[src/rtl/asrm_bus_initiator_if.sv]
// Command, response and system-bus signals of the bus initiator.
// master: the initiator (takes commands, drives the bus).
// slave : the command source plus the peripheral.
// Signals:
//   cmd_valid/cmd_ready/cmd_op/cmd_addr/cmd_data : command handshake
//   rsp_valid/rsp_data                           : one-cycle response
//   bus_addr/bus_write_en/bus_wdata/bus_rdata    : peripheral bus
interface asrm_bus_initiator_if #(
  parameter int wordsize  = 16,
  parameter int addr_size = 4
);
  logic                 cmd_valid;
  logic                 cmd_ready;
  logic [2:0]           cmd_op;
  logic [addr_size-1:0] cmd_addr;
  logic [wordsize-1:0]  cmd_data;
  logic                 rsp_valid;
  logic [wordsize-1:0]  rsp_data;
  logic [addr_size-1:0] bus_addr;
  logic                 bus_write_en;
  logic [wordsize-1:0]  bus_wdata;
  logic [wordsize-1:0]  bus_rdata;

  modport master (
    input  cmd_valid, cmd_op, cmd_addr, cmd_data, bus_rdata,
    output cmd_ready, rsp_valid, rsp_data, bus_addr, bus_write_en, bus_wdata
  );

  modport slave (
    output cmd_valid, cmd_op, cmd_addr, cmd_data, bus_rdata,
    input  cmd_ready, rsp_valid, rsp_data, bus_addr, bus_write_en, bus_wdata
  );
endinterface

[src/rtl/asrm_bus_initiator.sv]
// Bus initiator: turns READ / WRITE / SET / CLEAR / TOGGLE commands into
// single-cycle system-bus accesses to a peripheral with one cycle of read
// latency, performing read-modify-write for the bit operations.
// Ports:
//   clk   : clock, rising edge
//   reset : asynchronous, active-low reset
//   port  : master side of asrm_bus_initiator_if (command, response, bus)
// Timing: the state register runs one cycle ahead of the registered bus
// and response outputs, i.e. the outputs for a phase are computed while
// the FSM is in that phase and become visible in the following cycle.
// This gives accept->rsp_valid latencies of 2 (WRITE), 3 (READ) and
// 4 (SET/CLEAR/TOGGLE) cycles.
module asrm_bus_initiator #(
  parameter int wordsize  = 16,
  parameter int addr_size = 4
) (
  input  logic                  clk,
  input  logic                  reset,
  asrm_bus_initiator_if.master  port
);

  localparam logic [2:0] OP_READ   = 3'd0;
  localparam logic [2:0] OP_WRITE  = 3'd1;
  localparam logic [2:0] OP_SET    = 3'd2;
  localparam logic [2:0] OP_CLEAR  = 3'd3;
  localparam logic [2:0] OP_TOGGLE = 3'd4;

  typedef enum logic [2:0] {
    S_IDLE   = 3'd0,
    S_ADDR   = 3'd1,
    S_SAMPLE = 3'd2,
    S_WBACK  = 3'd3,
    S_RESP   = 3'd4
  } state_t;

  state_t               state_q, state_d;
  logic                 ready_q;
  logic [2:0]           op_q;
  logic [addr_size-1:0] addr_q;
  logic [wordsize-1:0]  data_q;

  logic [addr_size-1:0] bus_addr_q, bus_addr_d;
  logic                 bus_we_q, bus_we_d;
  logic [wordsize-1:0]  bus_wdata_q, bus_wdata_d;
  logic                 rsp_valid_q, rsp_valid_d;
  logic [wordsize-1:0]  rsp_data_q, rsp_data_d;

  logic                 accept;
  logic                 is_write;
  logic                 is_rmw;
  logic [wordsize-1:0]  rmw_val;

  // ready_q keeps cmd_ready low until the first edge after reset release.
  assign port.cmd_ready = ready_q && (state_q == S_IDLE);
  assign accept         = port.cmd_valid && port.cmd_ready;

  // Reserved opcodes fall into neither class and therefore run as READ.
  assign is_write = (op_q == OP_WRITE);
  assign is_rmw   = (op_q == OP_SET) || (op_q == OP_CLEAR) || (op_q == OP_TOGGLE);

  // bus_rdata here is the peripheral's answer to the address driven one
  // cycle earlier, so it is consumed directly into the write-back register.
  always_comb begin
    rmw_val = port.bus_rdata;
    case (op_q)
      OP_SET:    rmw_val = port.bus_rdata | data_q;
      OP_CLEAR:  rmw_val = port.bus_rdata & ~data_q;
      OP_TOGGLE: rmw_val = port.bus_rdata ^ data_q;
      default:   rmw_val = port.bus_rdata;
    endcase
  end

  always_comb begin
    state_d     = state_q;
    bus_addr_d  = '0;
    bus_we_d    = 1'b0;
    bus_wdata_d = '0;
    rsp_valid_d = 1'b0;
    rsp_data_d  = rsp_data_q;
    case (state_q)
      S_IDLE: begin
        if (accept) begin
          state_d = S_ADDR;
        end
      end
      S_ADDR: begin
        bus_addr_d = addr_q;
        if (is_write) begin
          bus_we_d    = 1'b1;
          bus_wdata_d = data_q;
          state_d     = S_RESP;
        end else begin
          state_d = S_SAMPLE;
        end
      end
      S_SAMPLE: begin
        bus_addr_d = addr_q;
        state_d    = is_rmw ? S_WBACK : S_RESP;
      end
      S_WBACK: begin
        bus_addr_d  = addr_q;
        bus_we_d    = 1'b1;
        bus_wdata_d = rmw_val;
        state_d     = S_RESP;
      end
      S_RESP: begin
        rsp_valid_d = 1'b1;
        if (is_write) begin
          rsp_data_d = data_q;
        end else if (is_rmw) begin
          // The write-back value is still held on bus_wdata_q.
          rsp_data_d = bus_wdata_q;
        end else begin
          rsp_data_d = port.bus_rdata;
        end
        state_d = S_IDLE;
      end
      default: state_d = S_IDLE;
    endcase
  end

  always_ff @(posedge clk or negedge reset) begin
    if (!reset) begin
      state_q     <= S_IDLE;
      ready_q     <= 1'b0;
      op_q        <= OP_READ;
      addr_q      <= '0;
      data_q      <= '0;
      bus_addr_q  <= '0;
      bus_we_q    <= 1'b0;
      bus_wdata_q <= '0;
      rsp_valid_q <= 1'b0;
      rsp_data_q  <= '0;
    end else begin
      state_q     <= state_d;
      ready_q     <= 1'b1;
      bus_addr_q  <= bus_addr_d;
      bus_we_q    <= bus_we_d;
      bus_wdata_q <= bus_wdata_d;
      rsp_valid_q <= rsp_valid_d;
      rsp_data_q  <= rsp_data_d;
      if (accept) begin
        op_q   <= port.cmd_op;
        addr_q <= port.cmd_addr;
        data_q <= port.cmd_data;
      end
    end
  end

  assign port.bus_addr     = bus_addr_q;
  assign port.bus_write_en = bus_we_q;
  assign port.bus_wdata    = bus_wdata_q;
  assign port.rsp_valid    = rsp_valid_q;
  assign port.rsp_data     = rsp_data_q;

endmodule

[src/flat_wrapper.sv]
// flat-port wrapper written by rule: the top's interface ports become plain ports
module asrm_bus_initiator_flat 
#(
  parameter int wordsize  = 16,
  parameter int addr_size = 4
)
  (clk, reset, port_cmd_valid, port_cmd_op, port_cmd_addr, port_cmd_data, port_bus_rdata, port_cmd_ready, port_rsp_valid, port_rsp_data, port_bus_addr, port_bus_write_en, port_bus_wdata);
  asrm_bus_initiator_if #(.wordsize(wordsize), .addr_size(addr_size)) port_i ();
  input  logic clk;
  input  logic reset;
  input wire logic [$bits(port_i.cmd_valid)-1:0] port_cmd_valid;
  input wire logic [$bits(port_i.cmd_op)-1:0] port_cmd_op;
  input wire logic [$bits(port_i.cmd_addr)-1:0] port_cmd_addr;
  input wire logic [$bits(port_i.cmd_data)-1:0] port_cmd_data;
  input wire logic [$bits(port_i.bus_rdata)-1:0] port_bus_rdata;
  output wire logic [$bits(port_i.cmd_ready)-1:0] port_cmd_ready;
  output wire logic [$bits(port_i.rsp_valid)-1:0] port_rsp_valid;
  output wire logic [$bits(port_i.rsp_data)-1:0] port_rsp_data;
  output wire logic [$bits(port_i.bus_addr)-1:0] port_bus_addr;
  output wire logic [$bits(port_i.bus_write_en)-1:0] port_bus_write_en;
  output wire logic [$bits(port_i.bus_wdata)-1:0] port_bus_wdata;
  assign port_i.cmd_valid = port_cmd_valid;
  assign port_i.cmd_op = port_cmd_op;
  assign port_i.cmd_addr = port_cmd_addr;
  assign port_i.cmd_data = port_cmd_data;
  assign port_i.bus_rdata = port_bus_rdata;
  assign port_cmd_ready = port_i.cmd_ready;
  assign port_rsp_valid = port_i.rsp_valid;
  assign port_rsp_data = port_i.rsp_data;
  assign port_bus_addr = port_i.bus_addr;
  assign port_bus_write_en = port_i.bus_write_en;
  assign port_bus_wdata = port_i.bus_wdata;
  asrm_bus_initiator #(.wordsize(wordsize), .addr_size(addr_size)) u_core (.clk(clk), .reset(reset), .port(port_i));
endmodule
[config.mk]
export PLATFORM = sky130hd
export DESIGN_NAME = asrm_bus_initiator_flat
export DESIGN_NICKNAME = d
export VERILOG_FILES = /design/src/rtl/asrm_bus_initiator_if.sv /design/src/rtl/asrm_bus_initiator.sv /design/src/flat_wrapper.sv
export SDC_FILE = /design/constraint.sdc
export NUM_CORES = 1
export LEC_CHECK = 0
export CAP_MARGIN = 20
export CORE_MARGIN = 8
export CORE_UTILIZATION = 53
export CTS_BUF_LIST = sky130_fd_sc_hd__clkbuf_4 sky130_fd_sc_hd__clkbuf_8 sky130_fd_sc_hd__clkbuf_16
export CTS_CLUSTER_SIZE = 20
export DETAILED_ROUTE_END_ITERATION = 16
export GPL_TIMING_DRIVEN = 1
export PLACE_DENSITY_LB_ADDON = 0.3
export SKIP_CTS_REPAIR_TIMING = 1
export SLEW_MARGIN = 20
export SYNTH_ARGS = -nofsm -noshare
export SYNTH_HDL_FRONTEND = slang
export SYNTH_SLANG_ARGS = --single-unit
[constraint.sdc]
create_clock -name clk -period 2.4 [get_ports clk]
set_clock_uncertainty 0.2 [all_clocks]
set_input_delay 0.48 -clock clk [delete_from_list [all_inputs] [get_ports clk]]
set_output_delay 0.48 -clock clk [all_outputs]
set_load 0.005 [all_outputs]
==> out/qor.csv <==
metric;value;unit
netlist_top_cells_area;dfrtp_1, ha_1, mux2_4;
ys_async_sr_fraction;100;%
period_minus_slack;2.07;ns
fin_nets;587;
cp-start-kind;flip-flop;
ys_seq_area_share;38.1;%
synth_commonest_cells;dfrtp_1, a21oi_1, nand2_1, inv_1, ha_1;
viasPerCell;5.99;
hold-worst-slack;0.285;ns
syn_avg_cell_area;9.77;µm²
fin_crit_sh;86.1;%
ys.flop_type;dfrtp_1;
synth_seq_cells;65;
rows;32;
diodes;0;
rsz0062_at_grt;false;
hp-class;reg2reg;
synth_area;4270;µm²
finalSetupViolCount;0;
fp.dieArea;11200;µm²
worst_slack;0.333;ns
cts_root_buffer;clkbuf_8;
cts_buffers;9;
slew_violations;0;
clkSlewWorstSetupHoldPaths;0.07;ns
cts_tree;yes;
peakVddDrop;0.000715;V
drcViolationCount;0;
yosys.area.top_type_share;38.1;%
ioPinCount;81;
synth.most_common_cell;dfrtp_1;
drtPass1Iterations;5;
grt_max_degree;66;
arrival;2.12;ns
power_density;1190;nW/µm²
vias;3714;
crit_required;2.46;ns
layout-drive-gt1-share;13.3;%
ys_types;43;
grt_use_total;21.3;%
clock-sinks;65;
drtIter0Drc;240;
place_congestion;0.829;
critPathKind;reg2reg;
clockBufferDepth;2;
detail_route.wirelength;11900;µm
timing.max_cap.violations;0;
die_h;106;µm
ant_nets;0;
wl_per_cell;19.1;µm
r2r_slack;0.33;ns
antenna_found_initial;0;
grt_overflow;0;
initial_core_util;54.9;%
power.leakage;2.53;nW
syn-num-nets;511;
fmax;484;MHz
port_buffers;80;
tightest_slew;0.827;ns
syn2layout_area_growth;26.2;%
htree_num_levels;3;
outcome;complete, no violations;
first_global_vias;3838;
slew_headroom;44.9;%
cp-end-kind;flip-flop;
yosysTopAreaCell;dfrtp_1;
dp_worst_setup_slack;0.330;ns
core-area;7770;µm²
hold_viol;0;
power.total;6.39;mW
crit_fanout;26;
synth-edff-count;0;
die_w;106;µm
ys.warnings.count;0;
nFillCells;622;
syn_inst;437;
insertion_delay;0.35;ns
dp_hpwl;8360;µm
grt_pass1_wl;19200;µm
kinds of logic (layout without fill, tap and decap cells):
| logic type | count (synthesis) | in the layout | share of synthesized area (%) |
|---|---|---|---|
| buffers and inverters | 72 | 153 | 7.83 |
| flip-flops | 65 | 65 | 38.1 |
| AND/OR/NAND/NOR | 98 | 98 | 11.6 |
| multiplexers | 31 | 31 | 9.62 |
| adder cells (fa/ha/maj) | 32 | 32 | 9.38 |
| XOR/XNOR | 1 | 1 | 0.381 |
| other | 1 | 1 | 0.0879 |
| AO/OA/AOI/OAI | 137 | 137 | 23.0 |
placed cells by master (no fill, tap or decap), drive strengths merged, types with 3 or more instances in the layout:
cell	synthesis	routed
clkdlybuf4s50	0	78
dfrtp	65	65
nand2	37	37
a21oi	36	36
inv	34	34
ha	32	32
nor2	30	30
mux2	23	23
buf	22	22
o21ai	18	18
o221ai	16	16
a22oi	15	15
clkbuf	15	13
nand2b	12	12
o2bb2ai	9	9
mux2i	8	8
o22ai	8	8
o211a	8	8
a221o	8	8
nor2b	7	7
a32o	7	7
a2bb2oi	7	7
and2	4	4
clkinv	1	3
area by class of cell:
| type | count | area, µm² | area share [%] |
|---|---|---|---|
| Multi-Input combinational cell | 300 | 2310 | 42.8 |
| Sequential cell | 65 | 1630 | 30.2 |
| Timing Repair Buffer | 102 | 991 | 18.4 |
| Clock buffer | 13 | 160 | 2.97 |
| Inverter | 35 | 131 | 2.44 |
| Tap cell | 102 | 128 | 2.37 |
| Clock inverter | 3 | 40.0 | 0.743 |
routing by layer:
| metal | share of wire (%) | vias to the layer above | track usage (%) | wire [µm] |
|---|---|---|---|---|
| met3 | 8.1 | 28 | 4.63 | 960 |
| met5 | 0 | - | 0 | 0 |
| li1 | - | 1709 | - | - |
| met4 | 2.3 | 0 | 10.4 | 276 |
| met1 | 42 | 1794 | 26.3 | 5000 |
| met2 | 47 | 183 | 34.6 | 5620 |
power breakdown:
group          total [mW]  internal (mW)  switching [mW]  leakage, nW
registers            1.94           1.51           0.429        0.826
logic                3.49           1.73            1.76         1.59
clock network       0.963          0.540           0.423        0.108
flip-flops by register name, summed over array words and instances (netlist names):
register,flops
u_core.addr_q,4
u_core.data_q,16
u_core.op_q,3
u_core.port.bus_addr,4
u_core.port.bus_wdata,16
u_core.port.bus_write_en,1
u_core.port.rsp_data,16
u_core.port.rsp_valid,1
u_core.ready_q,1
u_core.state_q,3
critical path, cell delays in order (launching register included):
cell and delay, ns:
dfrtp_1 0.47, or3b_1 0.73, buf_4 0.34, o31ai_1 0.23
worst paths after layout:
kind,startpoint,end,depth (start not counted)
setup / recovery,u_core.state_q[2],u_core.port.rsp_data[3],3
hold / removal,u_core.addr_q[3],u_core.port.bus_addr[3],1
setup reg to reg,u_core.state_q[2],u_core.port.rsp_data[3],3
hold reg to reg,u_core.addr_q[3],u_core.port.bus_addr[3],1
max in group asynchronous,reset,u_core.state_q[0],3
min in group asynchronous,reset,u_core.port.rsp_valid,3
stage by stage:
step,std cells,util [%],setup TNS [ns],cell area (µm²)
CTS,619,69.2,-0.0319,5370
global placement,603,66.6,0,5170
finish,620,69.3,0,5390
floorplan,437,-,0,4270
detailed placement,603,66.6,0,5170
global route,620,69.3,0,5390
No activity file was read; power rests on OpenSTA's default activity.
